File: src/rtl/exu_oitf.sv
// exu_oitf: outstanding instruction track FIFO for the EXU long-pipe path.
// Dispatch allocates one entry per long-pipe instruction; writeback retires
// entries in order. Dispatch also receives RAW/WAW hazard flags against every
// in-flight entry that writes a destination register.
module exu_oitf #(
    parameter int OITF_DEPTH  = 2,
    parameter int OITF_PTR_W  = 1,
    parameter int RFIDX_WIDTH = 5,
    parameter int PC_SIZE     = 32
) (
    input  logic                   clk,
    input  logic                   rst_n,

    output logic                   dis_ready,
    input  logic                   dis_ena,
    input  logic                   disp_i_rdwen,
    input  logic [RFIDX_WIDTH-1:0] disp_i_rdidx,
    input  logic [PC_SIZE-1:0]     disp_i_pc,
    input  logic                   disp_i_rs1en,
    input  logic                   disp_i_rs2en,
    input  logic [RFIDX_WIDTH-1:0] disp_i_rs1idx,
    input  logic [RFIDX_WIDTH-1:0] disp_i_rs2idx,
    output logic                   oitfrd_match_disprs1,
    output logic                   oitfrd_match_disprs2,
    output logic                   oitfrd_match_disprd,
    output logic [OITF_PTR_W-1:0]  dis_ptr,

    input  logic                   ret_ena,
    output logic                   ret_rdwen,
    output logic [RFIDX_WIDTH-1:0] ret_rdidx,
    output logic [PC_SIZE-1:0]     ret_pc,
    output logic [OITF_PTR_W-1:0]  ret_ptr,
    output logic                   oitf_empty
);

    localparam logic [OITF_PTR_W-1:0] LAST_PTR = OITF_PTR_W'(OITF_DEPTH - 1);

    logic [OITF_DEPTH-1:0]  vld_q;
    logic [OITF_DEPTH-1:0]  rdwen_q;
    logic [RFIDX_WIDTH-1:0] rdidx_q [OITF_DEPTH];
    logic [PC_SIZE-1:0]     pc_q    [OITF_DEPTH];

    logic [OITF_PTR_W-1:0]  alc_ptr_q;
    logic [OITF_PTR_W-1:0]  ret_ptr_q;
    logic                   alc_flg_q;
    logic                   ret_flg_q;

    logic                   full;
    logic                   alc_fire;
    logic                   ret_fire;

    // Status comes only from registered pointers, so dis_ready never sees ret_ena.
    assign oitf_empty = (alc_ptr_q == ret_ptr_q) & (alc_flg_q == ret_flg_q);
    assign full       = (alc_ptr_q == ret_ptr_q) & (alc_flg_q != ret_flg_q);
    assign dis_ready  = ~full;

    // Requests that arrive while full (allocate) or empty (retire) are dropped.
    assign alc_fire = dis_ena & ~full;
    assign ret_fire = ret_ena & ~oitf_empty;

    assign dis_ptr = alc_ptr_q;
    assign ret_ptr = ret_ptr_q;

    // Control state: pointers, wrap flags and per-entry valid bits.
    always_ff @(posedge clk) begin
        if (!rst_n) begin
            alc_ptr_q <= '0;
            ret_ptr_q <= '0;
            alc_flg_q <= 1'b0;
            ret_flg_q <= 1'b0;
            vld_q     <= '0;
        end else begin
            if (alc_fire) begin
                vld_q[alc_ptr_q] <= 1'b1;
                if (alc_ptr_q == LAST_PTR) begin
                    alc_ptr_q <= '0;
                    alc_flg_q <= ~alc_flg_q;
                end else begin
                    alc_ptr_q <= alc_ptr_q + 1'b1;
                end
            end
            // Allocate and retire never target the same slot: equal pointers
            // mean either empty (no retire) or full (no allocate).
            if (ret_fire) begin
                vld_q[ret_ptr_q] <= 1'b0;
                if (ret_ptr_q == LAST_PTR) begin
                    ret_ptr_q <= '0;
                    ret_flg_q <= ~ret_flg_q;
                end else begin
                    ret_ptr_q <= ret_ptr_q + 1'b1;
                end
            end
        end
    end

    // Entry payload: written on allocation, never reset (vld gates its use).
    always_ff @(posedge clk) begin
        if (alc_fire) begin
            rdwen_q[alc_ptr_q] <= disp_i_rdwen;
            rdidx_q[alc_ptr_q] <= disp_i_rdidx;
            pc_q[alc_ptr_q]    <= disp_i_pc;
        end
    end

    // Head entry fields, forced to zero while nothing is in flight.
    always_comb begin
        ret_rdwen = 1'b0;
        ret_rdidx = '0;
        ret_pc    = '0;
        if (!oitf_empty) begin
            ret_rdwen = rdwen_q[ret_ptr_q];
            ret_rdidx = rdidx_q[ret_ptr_q];
            ret_pc    = pc_q[ret_ptr_q];
        end
    end

    // Hazard flags: OR of index compares over valid entries that write rd.
    always_comb begin
        oitfrd_match_disprs1 = 1'b0;
        oitfrd_match_disprs2 = 1'b0;
        oitfrd_match_disprd  = 1'b0;
        for (int i = 0; i < OITF_DEPTH; i++) begin
            if (vld_q[i] && rdwen_q[i]) begin
                if (disp_i_rs1en && (rdidx_q[i] == disp_i_rs1idx)) oitfrd_match_disprs1 = 1'b1;
                if (disp_i_rs2en && (rdidx_q[i] == disp_i_rs2idx)) oitfrd_match_disprs2 = 1'b1;
                if (disp_i_rdwen && (rdidx_q[i] == disp_i_rdidx))  oitfrd_match_disprd  = 1'b1;
            end
        end
    end

endmodule
File: config.mk
export PLATFORM = sky130hd
export DESIGN_NAME = exu_oitf
export DESIGN_NICKNAME = d
export VERILOG_FILES = /design/src/rtl/exu_oitf.sv
export SDC_FILE = /design/constraint.sdc
export NUM_CORES = 1
export LEC_CHECK = 0
export BUFFER_PORTS_ARGS = -buffer_cell sky130_fd_sc_hd__buf_2
export CAP_MARGIN = 20
export CORE_AREA = 5 5 107 109
export CTS_CLUSTER_DIAMETER = 120
export DETAILED_ROUTE_END_ITERATION = 10
export DIE_AREA = 0 0 112 114
export GPL_ROUTABILITY_DRIVEN = 0
export PLACE_DENSITY = 0.57
export SYNTH_ARGS = -nofsm -noshare
export SYNTH_HDL_FRONTEND = slang
export SYNTH_SLANG_ARGS = --single-unit
File: constraint.sdc
create_clock -name clk -period 3.4 [get_ports clk]
set_input_delay 0.51 -clock clk [delete_from_list [all_inputs] [get_ports clk]]
set_output_delay 0.51 -clock clk [all_outputs]
set_load 0.03 [all_outputs]
# Yosys cells after proc, flatten, opt, wreduce, memory -nomap -nowiden
# Memory sizes are Yosys's and may differ from the RTL's. A register that Yosys moved wholly into a read port is not among the register bits.
# Cells that the tools add are included.
# op_classes
muxes	33
n_lt_le_gt_ge	4
n_reduce_logical	12
bitwise_logic	11
eq_ne	9
add_sub_neg	2
# op_table
op	n
$mux 32	1
$eq 5x5->1	6
$mux 1	25
$logic_and 1x1->1	10
$mux 2	3
$mux 5	1
$and 1x1->1	4
$lt 1x2->1 const B	2
$not 1->1	4
$reduce_and 2->1	2
$add 1x1->1 const B	2
$and 2x2->2	1
$bwmux 2	1
$demux 1 s1	2
$eq 1x1->1	2
$ge 1x1->1 const B	2
$not 2->2	1
$or 2x2->2	1
$ne 1x1->1	1
# totals
regBits	8
ram_bits	74
elab_cells	79
out_inout_bits	45
memories	2
# memory_table
memory	words	width	read_ports	rd_ports_with_merged_regs	write_ports	line	rtl
pc_q	2	32	1	1	1	41	logic [PC_SIZE-1:0] pc_q [OITF_DEPTH];
rdidx_q	2	5	3	1	1	40	logic [RFIDX_WIDTH-1:0] rdidx_q [OITF_DEPTH];

# Longest topological paths before layout
# depth
depth_word	9
mapped_depth	6
depth_no_buf	5

# Least setup slack after synthesis
# OpenSTA, ideal clock, no wires.
# synth_path
path_kind	reg-to-reg
start	reg ret_ptr_q, in the netlist ret_ptr
end	mem pc_q[0][0] (enable)
required_ns	2.952
setup_ns	0.448
setup_slack_ns	0.203
n_path_buf	1
arrival_ns	2.750
path_stages_with_launch	4
cell_sequence	dfxtp_1 > buf_2 > inv_1 > a21oi_1
# synth_via
elab_chain_cells	6
# synth_lines
element	line	rtl
start: declaration	44	logic [OITF_PTR_W-1:0] ret_ptr_q;
start signal: assignment	90	ret_ptr_q <= ret_ptr_q + 1'b1;
$eq 1x1->1	54	assign full = (alc_ptr_q == ret_ptr_q) & (alc_flg_q != ret_flg_q);
$and 1x1->1	54	
$not 1->1	58	assign alc_fire = dis_ena & ~full;
$and 1x1->1	58	
$mux 1	98	if (alc_fire) begin
$mux 1 (not written as such)	101	pc_q[alc_ptr_q] <= disp_i_pc;
end: declaration	41	
# No other way between the ends.

# Final worst setup path
# layout_path
start	reg ret_ptr_q, in the netlist ret_ptr
end	out ret_rdidx[0]
# layout_via
elab_chain_cells	3
# layout_lines
element	line	rtl
$eq 1x1->1	53	assign oitf_empty = (alc_ptr_q == ret_ptr_q) & (alc_flg_q == ret_flg_q);
$and 1x1->1	53	
$mux 5	110	if (!oitf_empty) begin
end: declaration	30	output logic [RFIDX_WIDTH-1:0] ret_rdidx,
# No other way between the ends.

==> summary.md <==
| Metric | Value |
|---|---|
| Largest net degree at the start of global routing | 41 |
| Synth top cells by count | edfxtp_1, mux2i_1, nor2_1 |
| Mapped Cells | 244 |
| Overflow after GRT | 0 |
| Wire per inst | 15.71 µm |
| Area share of the largest cell type after synthesis | 0.6414 |
| CTS tree | yes |
| Status | finished, final reports clean |
| CP Cell Sequence | xnor2_1 -> and2_2 -> nor2_1 -> buf_2 |
| First-pass GRT wire length | 12.14 mm |
| Setup tns final | 0 ns |
| Fmax | 354.3 MHz |
| Starting Density | 0.3387 |
| Fin. Hold Viols | 0 |
| CP peak stage delay | 0.76 ns |
| Die area | 0.01277 mm² |
| Initial antenna violation count | 1 |
| Synthesis Warnings | 0 |
| RSZ-0062 raised after global routing | false |
| Total track usage | 0.1241 |
| Worst-case clock buffer depth | 2 |
| PwrDens | 583.2 mW/mm² |
| Hold Crit Class | in2reg |
| I/O Pins | 99 |
| Final period util | 0.8302 |
| Area Overhead vs Synth | 24.02% |
| Crit end category | output port |
| Crit path required time | between 2 and 3 ns |
| Synth area leaders | edfxtp_1, mux2i_1, xnor2_1 |
| Peak supply drop | 0.3015 mV |
| Post-synth design cell area | 0.003558 mm² |
| # DRC | 0 |
| Dominant cell type by area after synthesis | edfxtp_1 |
| Top-count cell post-synth | edfxtp_1 |
| Cell variety after synth | 24 |
| I/O Buffers | 98 |
| Final ANT Viol Nets | 0 |
| Layout cell share with drive strength beyond 1 | 0.3324 |
| Core area | 0.01051 mm² |
| Clk_skew | 0.009769 ns |
| Worst-skew pair later-pin latency | 0.35 ns |
| Finish-stage setup viols | 0 |
| Buffer and inverter count on the worst path | 1 |
| Vias post-DR | 2295 |
| P_leak | between 1.5 and 2 nW |
| Drt first-iter violations | 67 |
| Num CTS Buffers | 9 |
| Die width | 112 µm |
| Layout fillers | 1014 |
| Dpl hpwl | 5.277 mm |
| CP Class | reg2out |
| CP max stage cell | and2_2 |
| Antenna cells | 0 |
| Root Buffer | clkbuf_8 |
| WP data arrival | 2.31 ns |
| Syn nets | 299 |
| Slew @ Worst Pin | 0.8465 ns |
| Seq/Total Area, Yosys | 0.6807 |
| Largest delay contributor family on the critical path | simple AND/OR/NAND/NOR gates |
| Rel. slew slack | 0.4357 |
| H-tree depth | 3 |
| Nets | 402 |
| CTS sink cnt | 83 |
| Post-synth EDFFs | 76 |
| Dominant synthesized flop cell | edfxtp_1 |
| CTS hold repair buffers | 0 |
| #FFs+latches synth | 83 |
| Final Max Tran Viols | 0 |
| Row count | 38 |
| Synth async-reset ratio | 0 |
| Post-CTS Setup Inserts | 0 |
| PostCTS Resize Cnt | 0 |
| Clock-pin slew on the worst setup and hold paths | 0.08 ns |
| Min Tclk post-route | 2.823 ns |
| Biggest fanout along the worst timing path | 40 |
| First-pass DRT Iterations | 4 |
| Startpoint Class | flop |
| Via density | 4.665 |
| Final wirelength | 7.727 mm |
| Die height | approximately 110 µm |
| Vias in the first global route | 2363 |
| Synthesized area per cell | 14.58 µm² |
| Post-layout util | 0.4200 |
| Max-cap violations | 0 |
## layout by cell type (no fill, tap or decap), drive strengths merged
cell type | Yosys | routed
o211a | 1 | 1
dfxtp | 7 | 7
a31oi | 1 | 1
a21oi | 2 | 2
nor2 | 39 | 39
xnor2 | 32 | 32
o2111ai | 1 | 1
edfxtp | 76 | 76
o22ai | 3 | 3
inv | 1 | 1
o211ai | 1 | 1
clkinv | 0 | 2
o221a | 1 | 1
o21ai | 2 | 2
clkbuf | 0 | 13
mux2i | 39 | 39
nand4 | 12 | 12
nand2 | 5 | 5
buf | 10 | 102
and2 | 3 | 3
a21boi | 2 | 2
or3 | 1 | 1
nand2b | 2 | 2
bufinv | 0 | 1
xor2 | 2 | 2
ha | 1 | 1
## power breakdown
part	switching, mW	internal [mW]
Clock	0.325	0.338
Sequential	0.0530	1.20
Combinational	0.445	0.215
## routing by layer
metal  GRT usage  vias to the layer above  routed length (µm)
met5           0                        -                  13
li1            -                     1101                   -
met1      0.1427                     1116                3249
met3     0.04297                       14                 493
met2      0.2082                       62                3811
met4     0.05929                        2                 158
## through the flow
stage | total power [mW] | cells | worst slack [ns] | hold WS (ns) | cell area, µm²
detailed placement | 1.950 | 476 | 0.8854 | 0.5572 | 4235
finish | 2.574 | 492 | 0.5775 | 0.3474 | 4413
global route | 2.713 | 492 | 0.2839 | 0.3134 | 4413
CTS | 2.618 | 492 | 0.4855 | 0.3209 | 4413
floorplan | 1.731 | 244 | 0.2025 | 0.5133 | 3558
global placement | 1.940 | 476 | 1.012 | 0.5588 | 4235
## worst register-to-register path, delay by kind of cell (launching register included)
kind / cells / cell delay, ns
AOI/OAI and AO/OA: 1 / 0.64
DFF: 1 / 0.58
buffers and inverters: 2 / 0.46
## kinds of logic after synthesis
logic type,synth area share
AOI/OAI and AO/OA,0.02743
xor gates and xnor gates,0.08369
adders and majority gates,0.003516
buffers and inverters,0.01688
DFF,0.6807
muxes,0.1097
and+or+nand+nor,0.07806
## state kept, by name, indices dropped and copies added, names as in the netlist, named ones only
register / count
alc_flg_q: 1
dis_ptr: 1
pc_q: 64
rdidx_q: 10
rdwen_q: 2
ret_flg_q: 1
ret_ptr: 1
vld_q: 2
## layout make-up
cell class                      instances  area, µm²  area share
Clock inverter                          3      38.79    0.008789
Sequential cell                        83       2424      0.5492
Tap cell                              140      175.2     0.03969
Multi-Input combinational cell        150       1100      0.2492
Timing Repair Buffer                  102      533.0      0.1208
Inverter                                1      3.754   0.0008506
Clock buffer                           13      138.9     0.03147
## worst paths after layout
check / from / end / slack, ns / depth (start not counted)
setup / recovery: ret_ptr$_SDFFE_PN0P_ / ret_rdidx[0] / 0.58 / 4
hold / removal: disp_i_pc[16] / pc_q[1][16]$_DFFE_PP_ / 0.35 / 1
setup reg to reg: ret_ptr$_SDFFE_PN0P_ / pc_q[0][8]$_DFFE_PP_ / 1.40 / 3
hold reg to reg: vld_q[0]$_SDFF_PN0_ / vld_q[0]$_SDFF_PN0_ / 0.58 / 1
Power figures use the tool's default switching activity.
